File: src/rtl/calc_key_sequencer.sv
// calc_key_sequencer: tracks where the user is in a two-operand calculator
// entry (first operand, operator, second operand, enter) from one-cycle key
// pulses, and decodes the key class for the datapath.
// Optional build macro CALC_TIMEOUT_EN adds an idle counter that aborts a
// partial entry after TIMEOUT_CYCLES cycles without a key press.
module calc_key_sequencer #(
  parameter int unsigned TIMEOUT_CYCLES = 100_000_000
) (
  input  logic       clk,
  input  logic       rst,
  input  logic       key_down_onepulse,
  input  logic [3:0] key_code,
  output logic [1:0] state,
  output logic [1:0] press_num_cnt,
  output logic       press_num,
  output logic       press_asm,
  output logic       press_enter,
  output logic [3:0] BCD,
  output logic       reset_en,
  output logic       timeout
);

  typedef enum logic [1:0] {
    ST_FIRST    = 2'd0,
    ST_OPERATOR = 2'd1,
    ST_SECOND   = 2'd2,
    ST_ENTER    = 2'd3
  } state_e;

  state_e     state_q, state_d, key_state;
  logic [1:0] cnt_q, cnt_d, key_cnt;

  // Key class decode, independent of whether a key is being pressed.
  assign press_num   = (key_code <= 4'd9);
  assign press_asm   = (key_code >= 4'hA) && (key_code <= 4'hC);
  assign press_enter = (key_code == 4'hE);
  assign BCD         = key_code;

  assign state         = state_q;
  assign press_num_cnt = cnt_q;

  // A digit in ENTER starts a fresh calculation, so the datapath is cleared.
  assign reset_en = (state_q == ST_ENTER) && key_down_onepulse && press_num;

  // Next state/count caused by a key pulse alone; unchanged without a pulse.
  always_comb begin
    // NOTE: every output gets a default first so no path leaves it unassigned,
    // which would otherwise infer a latch.
    key_state = state_q;
    key_cnt   = cnt_q;
    if (key_down_onepulse) begin
      unique case (state_q)
        ST_FIRST: begin
          if (press_num) begin
            if (cnt_q != 2'd2) key_cnt = cnt_q + 2'd1;
          end else if (press_asm && (cnt_q != 2'd0)) begin
            key_state = ST_OPERATOR;
            key_cnt   = 2'd0;
          end
        end
        ST_OPERATOR: begin
          if (press_num) begin
            key_state = ST_SECOND;
            key_cnt   = 2'd1;
          end
        end
        ST_SECOND: begin
          if (press_num) begin
            if (cnt_q != 2'd2) key_cnt = cnt_q + 2'd1;
          end else if (press_enter) begin
            key_state = ST_ENTER;
            key_cnt   = 2'd0;
          end
        end
        ST_ENTER: begin
          if (press_num) begin
            key_state = ST_FIRST;
            key_cnt   = 2'd1;
          end
        end
        default: ;
      endcase
    end
  end

`ifdef CALC_TIMEOUT_EN
  localparam logic [26:0] IDLE_LAST = 27'(TIMEOUT_CYCLES - 1);

  logic [26:0] idle_q, idle_d;
  logic        timeout_q, timeout_d;

  // Idle counting and abort; a key pulse on the expiry cycle takes priority.
  always_comb begin
    state_d   = key_state;
    cnt_d     = key_cnt;
    idle_d    = idle_q;
    timeout_d = 1'b0;
    if (key_down_onepulse) begin
      idle_d = '0;
    end else if (state_q != ST_ENTER) begin
      if (idle_q == IDLE_LAST) begin
        state_d   = ST_FIRST;
        cnt_d     = 2'd0;
        idle_d    = '0;
        timeout_d = 1'b1;
      end else begin
        idle_d = idle_q + 27'd1;
      end
    end
  end

  // Idle counter and one-cycle abort pulse registers.
  always_ff @(posedge clk) begin
    if (rst) begin
      idle_q    <= '0;
      timeout_q <= 1'b0;
    end else begin
      idle_q    <= idle_d;
      timeout_q <= timeout_d;
    end
  end

  assign timeout = timeout_q;
`else
  logic unused_timeout_cfg;

  assign state_d = key_state;
  assign cnt_d   = key_cnt;
  assign timeout = 1'b0;
  // The parameter has no effect in this build.
  assign unused_timeout_cfg = ^TIMEOUT_CYCLES;
`endif

  // Sequencer state and operand digit count registers.
  always_ff @(posedge clk) begin
    // NOTE: non-blocking assignments so every flop samples pre-edge values.
    if (rst) begin
      state_q <= ST_FIRST;
      cnt_q   <= 2'd0;
    end else begin
      state_q <= state_d;
      cnt_q   <= cnt_d;
    end
  end

endmodule
File: config.mk
export PLATFORM = sky130hd
export DESIGN_NAME = calc_key_sequencer
export DESIGN_NICKNAME = d
export VERILOG_FILES = /design/src/rtl/calc_key_sequencer.sv
export SDC_FILE = /design/constraint.sdc
export NUM_CORES = 1
export LEC_CHECK = 0
export CAP_MARGIN = 20
export CORE_AREA = 2 2 39 41
export DETAILED_ROUTE_END_ITERATION = 8
export DIE_AREA = 0 0 41 43
export HOLD_SLACK_MARGIN = 0.08
export PLACE_DENSITY = 0.73
export SETUP_SLACK_MARGIN = 0.4
export SLEW_MARGIN = 30
export SYNTH_ARGS = -nofsm -noshare
export SYNTH_HDL_FRONTEND = slang
export SYNTH_SLANG_ARGS = --single-unit
File: constraint.sdc
create_clock -name clk -period 2.6 [get_ports clk]
set_clock_uncertainty 0.15 [all_clocks]
set_input_delay 0.52 -clock clk [delete_from_list [all_inputs] [get_ports clk]]
set_output_delay 0.52 -clock clk [all_outputs]
set_load 0.01 [all_outputs]
Yosys cells after proc, flatten, opt, wreduce, memory -nomap -nowiden
Cells that the tools add are included.
Word-level totals
  flip-flop bits (word level): 4
  bits of input ports: 7
  output and inout port bits: 13
  logic and storage cells: 43
Operators by class
  add/sub/neg operators: 1
  order comparisons: 3
  equality and inequality tests: 14
  multiplexer cells: 14
  reduce and logical (&&, ||, !) cells: 9
Operator list (count)
  $mux 2: 12
  $ne 2x2->1 const B: 7
  $le 4x4->1 const B: 2
  $pmux 2 s4: 1
  $reduce_and 7->1: 1
  $ne 3x3->1 const B: 2
  $pmux 2 s3: 1
  $eq 2x2->1 const B: 2
  $eq 4x4->1 const B: 1
  $ge 4x4->1 const B: 1
  $logic_and 1x1->1: 4
  $reduce_and 4->1: 1
  $add 2x1->2 const B: 1
  $eq 2x1->1 const B: 1
  $logic_not 2->1: 1
  $ne 2x1->1 const B: 1
  $reduce_bool 2->1: 1
  $reduce_or 2->1: 1

Longest topological paths before layout
Gate-level depths: netlist of the first run.
  word-level depth: 6
  depth in mapped cells: 6
  depth with buffers taken out: 6

Least setup slack after synthesis of the first run
OpenSTA, ideal clock, no wires.
  path kind: reg2reg
  start: register cnt_q[0], in the netlist press_num_cnt[0]
  end: register state_q[0], in the netlist state[0]
  setup time: 87 ps
  arrival time: 1599 ps
  required time: 2363 ps
  setup slack: 764 ps
  stages on the path, launching flop included: 7
  buffers on the path: 0
  clock period less this slack: 1836 ps
  cell sequence: dfxtp_1 -> inv_1 -> ha_1 -> nand2b_1 -> o311a_1 -> or4_1 -> o31ai_1
Between the ends
  longest elaborated chain between the ends: 4
Ends and longest elaborated chain
  start: declaration: line 31  | logic [1:0] cnt_q, cnt_d, key_cnt;
  start signal: assignment: line 142  | cnt_q <= cnt_d;
  $reduce_bool 2->1: line 56  | end else if (press_asm && (cnt_q != 2'd0)) begin
  $logic_and 1x1->1: line 56
  $ne 2x2->1 (no source line)
  $reduce_and 7->1 (no source line)
  end signal: assignment: line 141  | state_q <= state_d;
  end: declaration: line 30  | state_e state_q, state_d, key_state;
No other way between the ends.
A chain may end at the register's enable or synchronous reset.

Worst setup path after layout of the first run
  start: input port key_code[1]
  end: output port reset_en
Between the ends
  longest elaborated chain between the ends: 2
Ends and longest elaborated chain
  start: declaration: line 12  | input logic [3:0] key_code,
  $le 4x4->1: line 34  | assign press_num = (key_code <= 4'd9);
  $logic_and 1x1->1: line 43  | assign reset_en = (state_q == ST_ENTER) && key_down_onepulse && press_num;
  end: declaration: line 19  | output logic reset_en,
No other way between the ends.

==> results of run 1 <==
[per-layer routing]
metal	vias to the layer above	track usage, %
li1	222	-
met1	196	14.4
met2	12	20.6
met3	0	2.09
met4	0	4.00
met5	-	0
[through the flow]
step / TNS, ps / hold slack (ps) / instances / area (um2)
global route: 0 / 411 / 91 / 697
detailed placement: -98.9 / 367 / 88 / 673
floorplan: 0 / 366 / 54 / 473
CTS: 0 / 372 / 91 / 696
finish: 0 / 369 / 91 / 697
global placement: -53.4 / 355 / 88 / 673
[repair_timing]
| action | 4_1_cts | 5_1_grt |
|---|---|---|
| gates resized for setup | 13 | 1 |
| endpoints found under the setup margin | 9 | 1 |
| buffers inserted | 0 | 0 |
[report_power, final]
| part | total [mW] | internal, mW | leakage, nW | switching (mW) |
|---|---|---|---|---|
| Combinational | 0.0638 | 0.0371 | 0.263 | 0.0267 |
| Clock | 0.0731 | 0.0514 | 0.0138 | 0.0218 |
| Sequential | 0.0661 | 0.0639 | 0.0324 | 0.00224 |
[cell type report]
cell class | instances | area share, %
tap | 16 | 2.87
timing repair buffer | 23 | 30.3
inverter | 6 | 3.59
multi-input combinational | 39 | 48.5
sequential | 4 | 11.5
clock buffer | 3 | 3.23
[cells by family after synthesis]
kind of cell / Yosys count
buf+inv: 11
other cells: 1
flops: 4
mux: 5
simple gates: 19
fa+ha+maj: 7
compound gates: 7
[path summary, 6_finish.rpt]
kind,slack (ps),cells after the start,end,startpoint
setup / recovery,440,5,reset_en,key_code[1]
hold / removal,370,2,press_num_cnt[1],press_num_cnt[1]
setup reg to reg,660,6,state[0],press_num_cnt[0]
hold reg to reg,370,2,press_num_cnt[1],press_num_cnt[1]
[layout by cell type (no fill, tap or decap)]
cell type / instances
clkdlybuf4s50_1: 9
ha_1: 7
nand2b_1: 6
dlygate4sd2_1: 6
inv_1: 5
mux2i_1: 5
buf_4: 5
dfxtp_1: 4
clkbuf_4: 3
and2_1: 2
nand2_1: 2
clkdlybuf4s15_1: 2
o21a_4: 1
inv_4: 1
and4b_1: 1
nand2b_4: 1
and3_1: 1
nor2_4: 1
nor2_1: 1
o21ai_1: 1
nand4bb_1: 1
o311a_1: 1
nor3_1: 1
nand4b_1: 1
o32a_2: 1
o21ai_0: 1
o21bai_1: 1
or4_1: 1
o31ai_1: 1
conb_1: 1
clkdlybuf4s15_2: 1
[worst reg2reg max path: cells and delay by family, from the launching register on]
family / cells / cell delay, ps
AO/OA/AOI/OAI: 2 / 410
AND/OR/NAND/NOR: 2 / 620
flip-flops: 1 / 380
adder cells (fa/ha/maj): 1 / 200
buffers and inverters: 1 / 80
[cells in the mapped netlist, drive strengths merged (2+ instances only)]
master	number	area, um2
ha	7	87.6
nand2b	7	43.8
inv	6	25.0
buf	5	37.5
mux2i	5	50.1
dfxtp	4	80.1
and2	2	12.5
nand2	2	7.51
nor2	2	15.0
o21ai	2	10.0
[state kept, by name, indices dropped and copies added (netlist names)]
name and count:
state 2, press_num_cnt 2
==> out/summary.md, run 1 <==
After detailed routing, no signal wire sits above met3. The initial utilization of the core area, before any placement, comes to 34.2%. The height of the die came out at 43 um. The number of antenna cells inserted is 0. In this design, the critical path's most frequently occurring cell is dlygate4sd2_1. In this design, the stage delay of the slowest critical-path cell is 280 ps.

The tools report the number of hold-repair buffers added at the cts stage as 0. The layout has 134 filler cells. IR analysis of the VDD net gives a maximum drop of 0.212 mV.

The number of global-route vias before repair came out at 387. The maximum fanout count along the critical path is 4, and the fraction of final layout cells with drive strength greater than 1 is 18.7%. The logs give 473 um2 for the combined area of all synthesized cells and 825 um for the HPWL after detailed placement. Critical path start-end classification: in -> out. The via density per instance is 4.73, and the via count is 430.

The logs give 4 for the number of iterations in the first detailed-routing pass and 0 for the antenna violation net count after detailed routing. The synthesized-area fraction occupied by and/or/nand/nor cells was 27.0%; the final core utilization was 50.4%. For the worst setup path, the data required time is 1930 ps. The Yosys step of the flow raised 0 warnings. The share of the Yosys chip area taken by registers is 16.9%. For this run, the post-layout net count is 91. Combinational family with the most area after synthesis: simple AND/OR/NAND/NOR gates. STA puts the critical path data arrival time at 1490 ps. The tools report the type of destination of the critical path as a primary output. In this run, the number of DRC markers left after iteration 0 of detailed routing was 3. Path category of the worst min-delay check: reg -> reg. The count of buffers inserted at the top-level ports was 18.

Number of I/O pins: 20. Walking the worst path, the cells encountered are dlygate4sd2_1 -> o21a_4 -> inv_4 -> and3_1 -> dlygate4sd2_1. The clock reaches the later pin of the worst-skew pair after 230 ps. The xor and xnor area share after synthesis works out to 0%.

The tools report the overflow left after global routing as 0. The kind of start point of the critical path was an input pin. Among all flip-flop cells after synthesis, the most frequent one is dfxtp_1.

The portion of synthesized area spent on multiplexers is 10.6%. The multi-input combinational cells in the finished layout cover a total of 338 um2. The cell with the largest stage delay on the worst path is dlygate4sd2_1.

The total core area was 1380 um2. The critical path buffer and inverter count came out at 3. The kind of cell with the highest combined delay along the critical path is buffers and inverters.

The number of nets handed over by synthesis was 68. The final clock period utilization by the worst path was 83.1%. The level count of the clock H-tree came out at 1.

The flow ran to the end, and the final reports show no timing, DRC or antenna violations. The synthesized netlist contains 25 unique library cells. TritonCTS built the clock tree. The logs give 0 for the final-report hold violation count and 463 MHz for the timing-limited maximum frequency.

Setup repair after global routing left no endpoint under its margin. The number of antenna violations at the first check in global routing was 0; the leakage component of the power was 0.310 nW. Across the run, the number of max-cap violations was 0. Dividing total power by cell area gives a power density of 291 nW/um2. The smallest clock period supported by the final layout is computed as 2160 ps.

The proportion of register bits with asynchronous set or reset after synthesis came out at 0%. The final weighted congestion in routability-driven placement is 0.746. Counting every sink on the clock net gives 4. The number of flops mapped to enable cells by yosys is 0, and the largest net degree at the start of global routing is 9. The synthesized netlist devotes 18.5% of its cell area to adder and majority cells. Detailed routing placed a total of 66 um of wire on met3.

The clock-pin slew reported for the worst setup and hold paths after clock tree synthesis is 40 ps, and the global-route usage over all layers is 12.1%. The floorplan has 14 rows. After synthesis, the mean cell area works out to 8.76 um2.

The area growth from synthesis to layout is 47.4%. The first global-routing pass estimated 1.55 mm of wire. For the routed length on met1, the log shows 390 um. The width of the die works out to 41 um. Registers take 80.1 um2. The synthesized flop and latch total was 4; the compound-gate portion of the synthesized area was 13.0%.

The average wire per standard cell is 10.3 um, and the final setup slack of the worst path is 439 ps. The routed design has 940 um of wire. The worst-case clock buffer depth was 2; the post-route DRC violation count was 0. Synthesis handed over a netlist of 54 instances. Wire segments on met2 add up to 483 um in the final route.

The root buffer cell is clkbuf_4. The tools report the count of pins over their slew limit as 0. Setup violations remaining at the end of the flow were counted as 0. The total die area came out at 1760 um2.

Summing internal, switching and leakage power gives 0.203 mW. In this run, CTS created clock tree buffers numbering 3. The worst slack at placement was -71.9 ps.
(Power assumes the default switching activity.)
==> run 2, diff against run 1 <==
==> constraint.sdc (replaced) <==
create_clock -name clk -period 2.1 [get_ports clk]
set_clock_uncertainty 0.15 [all_clocks]
set_input_delay 0.42 -clock clk [delete_from_list [all_inputs] [get_ports clk]]
set_output_delay 0.42 -clock clk [all_outputs]
set_load 0.01 [all_outputs]
==> run 2 against run 1 <==
Against the previous run:
- first-iteration DRC count is 33% lower
- routed wire length is 19% higher
- die area unchanged
- critical path depth rose by 1
- clock-buffer cell count grew 1
- final cell count rose by 9.9%
- register-to-register slack worse by 340 ps
- sequential power grew 24%
- non-clock buffer count grew 8
==> out/summary.md, run 2 (synthesized netlist as in run 1, its figures left out) <==
The flow ran to the end, and the final reports show no timing, DRC or antenna violations. The antenna violation net count after detailed routing is 0 (unchanged), and the largest voltage drop on the vdd net is 0.489 mV (was 0.212 mV). The final critical path takes up 84.6% of the cycle. Leakage component of the power: 0.408 nW (was 0.310 nW). The height of the die is 43 um (unchanged), and the data arrival time of the critical path is 1790 ps (was 1490 ps).

The met3 track demand over resource is 6.81% (was 2.09%). The number of max-cap violations was 0 (unchanged); the final core utilization was 57.1% (was 50.4%). The final number of setup-violating endpoints was 0 (unchanged); the insertion delay to the later sink of the worst-skew pair was 240 ps (was 230 ps).

The reg-to-reg setup timing slack was 320 ps (was 660 ps); the standard cell area after detailed placement was 729 um2 (was 673 um2). The tools report the first-pass GRT wire length as 1.65 mm (was 1.55 mm). The type of destination of the critical path is a flip-flop (was a primary output).

The tools report the total die area as 1760 um2 (unchanged). Setup repair after global routing could not meet its margin everywhere. The initial standard-cell utilization of the core was 34.2% (unchanged). The global routing's busiest layer is met2 (unchanged). The tools report the largest net degree at the start of global routing as 8 (was 9). Endpoint of the worst hold path: state[1] (was press_num_cnt[1]).

The maximum fanout count along the critical path is 3 (was 4). The count of buffers inserted at the top-level ports came out at 18 (unchanged). The worst-case clock buffer depth was 2 (unchanged); the fraction of final layout cells with drive strength greater than 1 was 50.0% (was 18.7%).

The tools report the number of hold-repair buffers added at the cts stage as 0 (unchanged). The TritonCTS buffer count is 3 (unchanged). The timing-limited maximum frequency was 563 MHz; the worst reg2reg path depth was 6 (unchanged). The met2 routing resource usage after global routing is 23.8% (was 20.6%). The data required time at the worst endpoint came out at 2110 ps (was 1930 ps). The run gives 791 um2 (was 697 um2) as the final instance area. The tools report the HPWL after detailed placement as 821 um (was 825 um). The critical path start-end classification is reg -> reg (was in -> out).

The worst reg2reg path startpoint was press_num_cnt[1] (was press_num_cnt[0]). The number of stages on the worst hold path was 2 (unchanged). Launching element of the worst setup path: press_num_cnt[1] (was key_code[1]). For the clock sink count, the log shows 4 (unchanged). The run gives 0 (unchanged) as the count of pins over their slew limit. The via density per instance is 4.73 (about the same).

The tools report the startpoint of the most critical hold path as state[1] (was press_num_cnt[1]). Power per standard cell area: 362 nW/um2 (was 291 nW/um2). Highest-count cells in the layout ignoring fill and taps: 13 x buf_4, 8 x buf_2, 6 x dlygate4sd2_1 (was 9 x clkdlybuf4s50_1, 7 x ha_1, 6 x nand2b_1, 6 x dlygate4sd2_1). Final weighted congestion in routability-driven placement: 0.715 (was 0.746).

Kind of start point of the critical path: a flip-flop (was an input pin). The number of global-route vias before repair came out at 449 (was 387). The via count is 473 (was 430), and the area growth from synthesis to layout is 67.2% (was 47.4%). TritonCTS built the clock tree.

For the total negative slack for setup checks, the log shows 0 ps (unchanged). Overflow left after global routing: 0 (unchanged). The run gives 0 (unchanged) as the number of antenna cells inserted. The tools report the final-report hold violation count as 0 (unchanged). The path category of the worst min-delay check was reg -> reg (unchanged). The run gives 14 (unchanged) as the row count. The worst slack at placement was -376 ps (was -71.9 ps); the clock-pin slew reported for the worst setup and hold paths after clock tree synthesis was 40 ps (about the same). The number of iterations in the first detailed-routing pass came out at 3 (was 4). The level count of the clock H-tree is 1 (unchanged), and the final-stage net count is 99 (was 91). For the finished layout, the period the worst path requires is 1780 ps.

For the global-route usage over all layers, the log shows 13.3% (was 12.1%). Final setup slack of the worst path: 323 ps (was 439 ps). The number of I/O pins came out at 20 (unchanged). The root buffer cell was clkbuf_4 (unchanged). The width of the die came out at 41 um (unchanged).

The run gives 1380 um2 (unchanged) as the total core area. The post-route DRC violation count was 0 (unchanged). The run gives 0 (unchanged) as the number of antenna violations at the first check in global routing. The tools report the filler cell count as 133 (was 134).

The capture instance of the worst register-to-register path is state[1] (was state[0]). The routed wire length was 1.12 mm (was 940 um). The most common library cell in the layout ignoring fill and taps is buf_4 (was clkdlybuf4s50_1). The logs give 14.1% (was 14.4%) for the met1 track demand over resource and 2 (was 3) for the number of DRC markers after the initial detailed-route iteration. The average wire per standard cell works out to 11.2 um (was 10.3 um).
==> run 2: cell types whose count changed in the layout (fill, tap and decap cells not counted), moves of 2 or more <==
cell             before  now
clkdlybuf4s50_1       9    2
buf_2                 0    8
dfxtp_2               0    3
inv_1                 5    3
dlymetal6s2s_1        0    2
dfxtp_1               4    0
clkdlybuf4s15_1       2    0
buf_4                 5   13
ha_2                  0    2
ha_1                  7    4
==> run 2: how the worst max path moves through the flow <==
stage | endpoint | slack (ps)
6_report | state[1] | 320
5_1_grt | state[1] | 250
4_1_cts | reset_en | 260
3_5_place_dp | reset_en | -380
3_3_place_gp | reset_en | -350
2_1_floorplan | press_num_cnt[1] | 350
==> run 2: worst max-delay path, stage by stage, from the launching register on <==
cell	delay, ps
dfxtp_2	340
inv_2	50
ha_4	150
nand2b_4	130
o311a_4	370
nor3_1	300
mux2i_1	220
==> run 2: what timing repair did <==
| action | in CTS | in global routing |
|---|---|---|
| setup endpoints to repair | 15 | 7 |
| buffers inserted | 4 | 0 |
| resized for setup | 42 | 8 |
| pin swaps | 3 | 3 |
==> run 2: area by class of cell <==
cell class / count / area, um2 / share of cell area, %
clock buffer: 4 / 26.3 / 3.32
inverter: 6 / 27.5 / 3.48
multi-input combinational: 39 / 394 / 49.8
sequential: 4 / 87.6 / 11.1
tap: 16 / 20.0 / 2.53
timing repair buffer: 31 / 235 / 29.7
==> run 2: through the flow <==
stage	cells	hold WS, ps	total power [mW]
5_1_grt	100	373	0.304
3_3_place_gp	92	338	0.176
6_report	100	350	0.287
3_5_place_dp	92	350	0.177
2_1_floorplan	54	347	0.130
4_1_cts	100	350	0.291
==> run 2: power by group <==
part | internal (mW) | switching [mW] | total [mW]
combinational | 0.0568 | 0.0407 | 0.0974
clock | 0.0716 | 0.0359 | 0.107
sequential | 0.0790 | 0.00268 | 0.0817
total | 0.207 | 0.0792 | 0.287
==> run 2: layer usage <==
metal | vias up | wire length (um)
met5 | - | 0
met4 | 0 | 0
met3 | 0 | 95
met2 | 18 | 567
met1 | 216 | 457
li1 | 239 | -
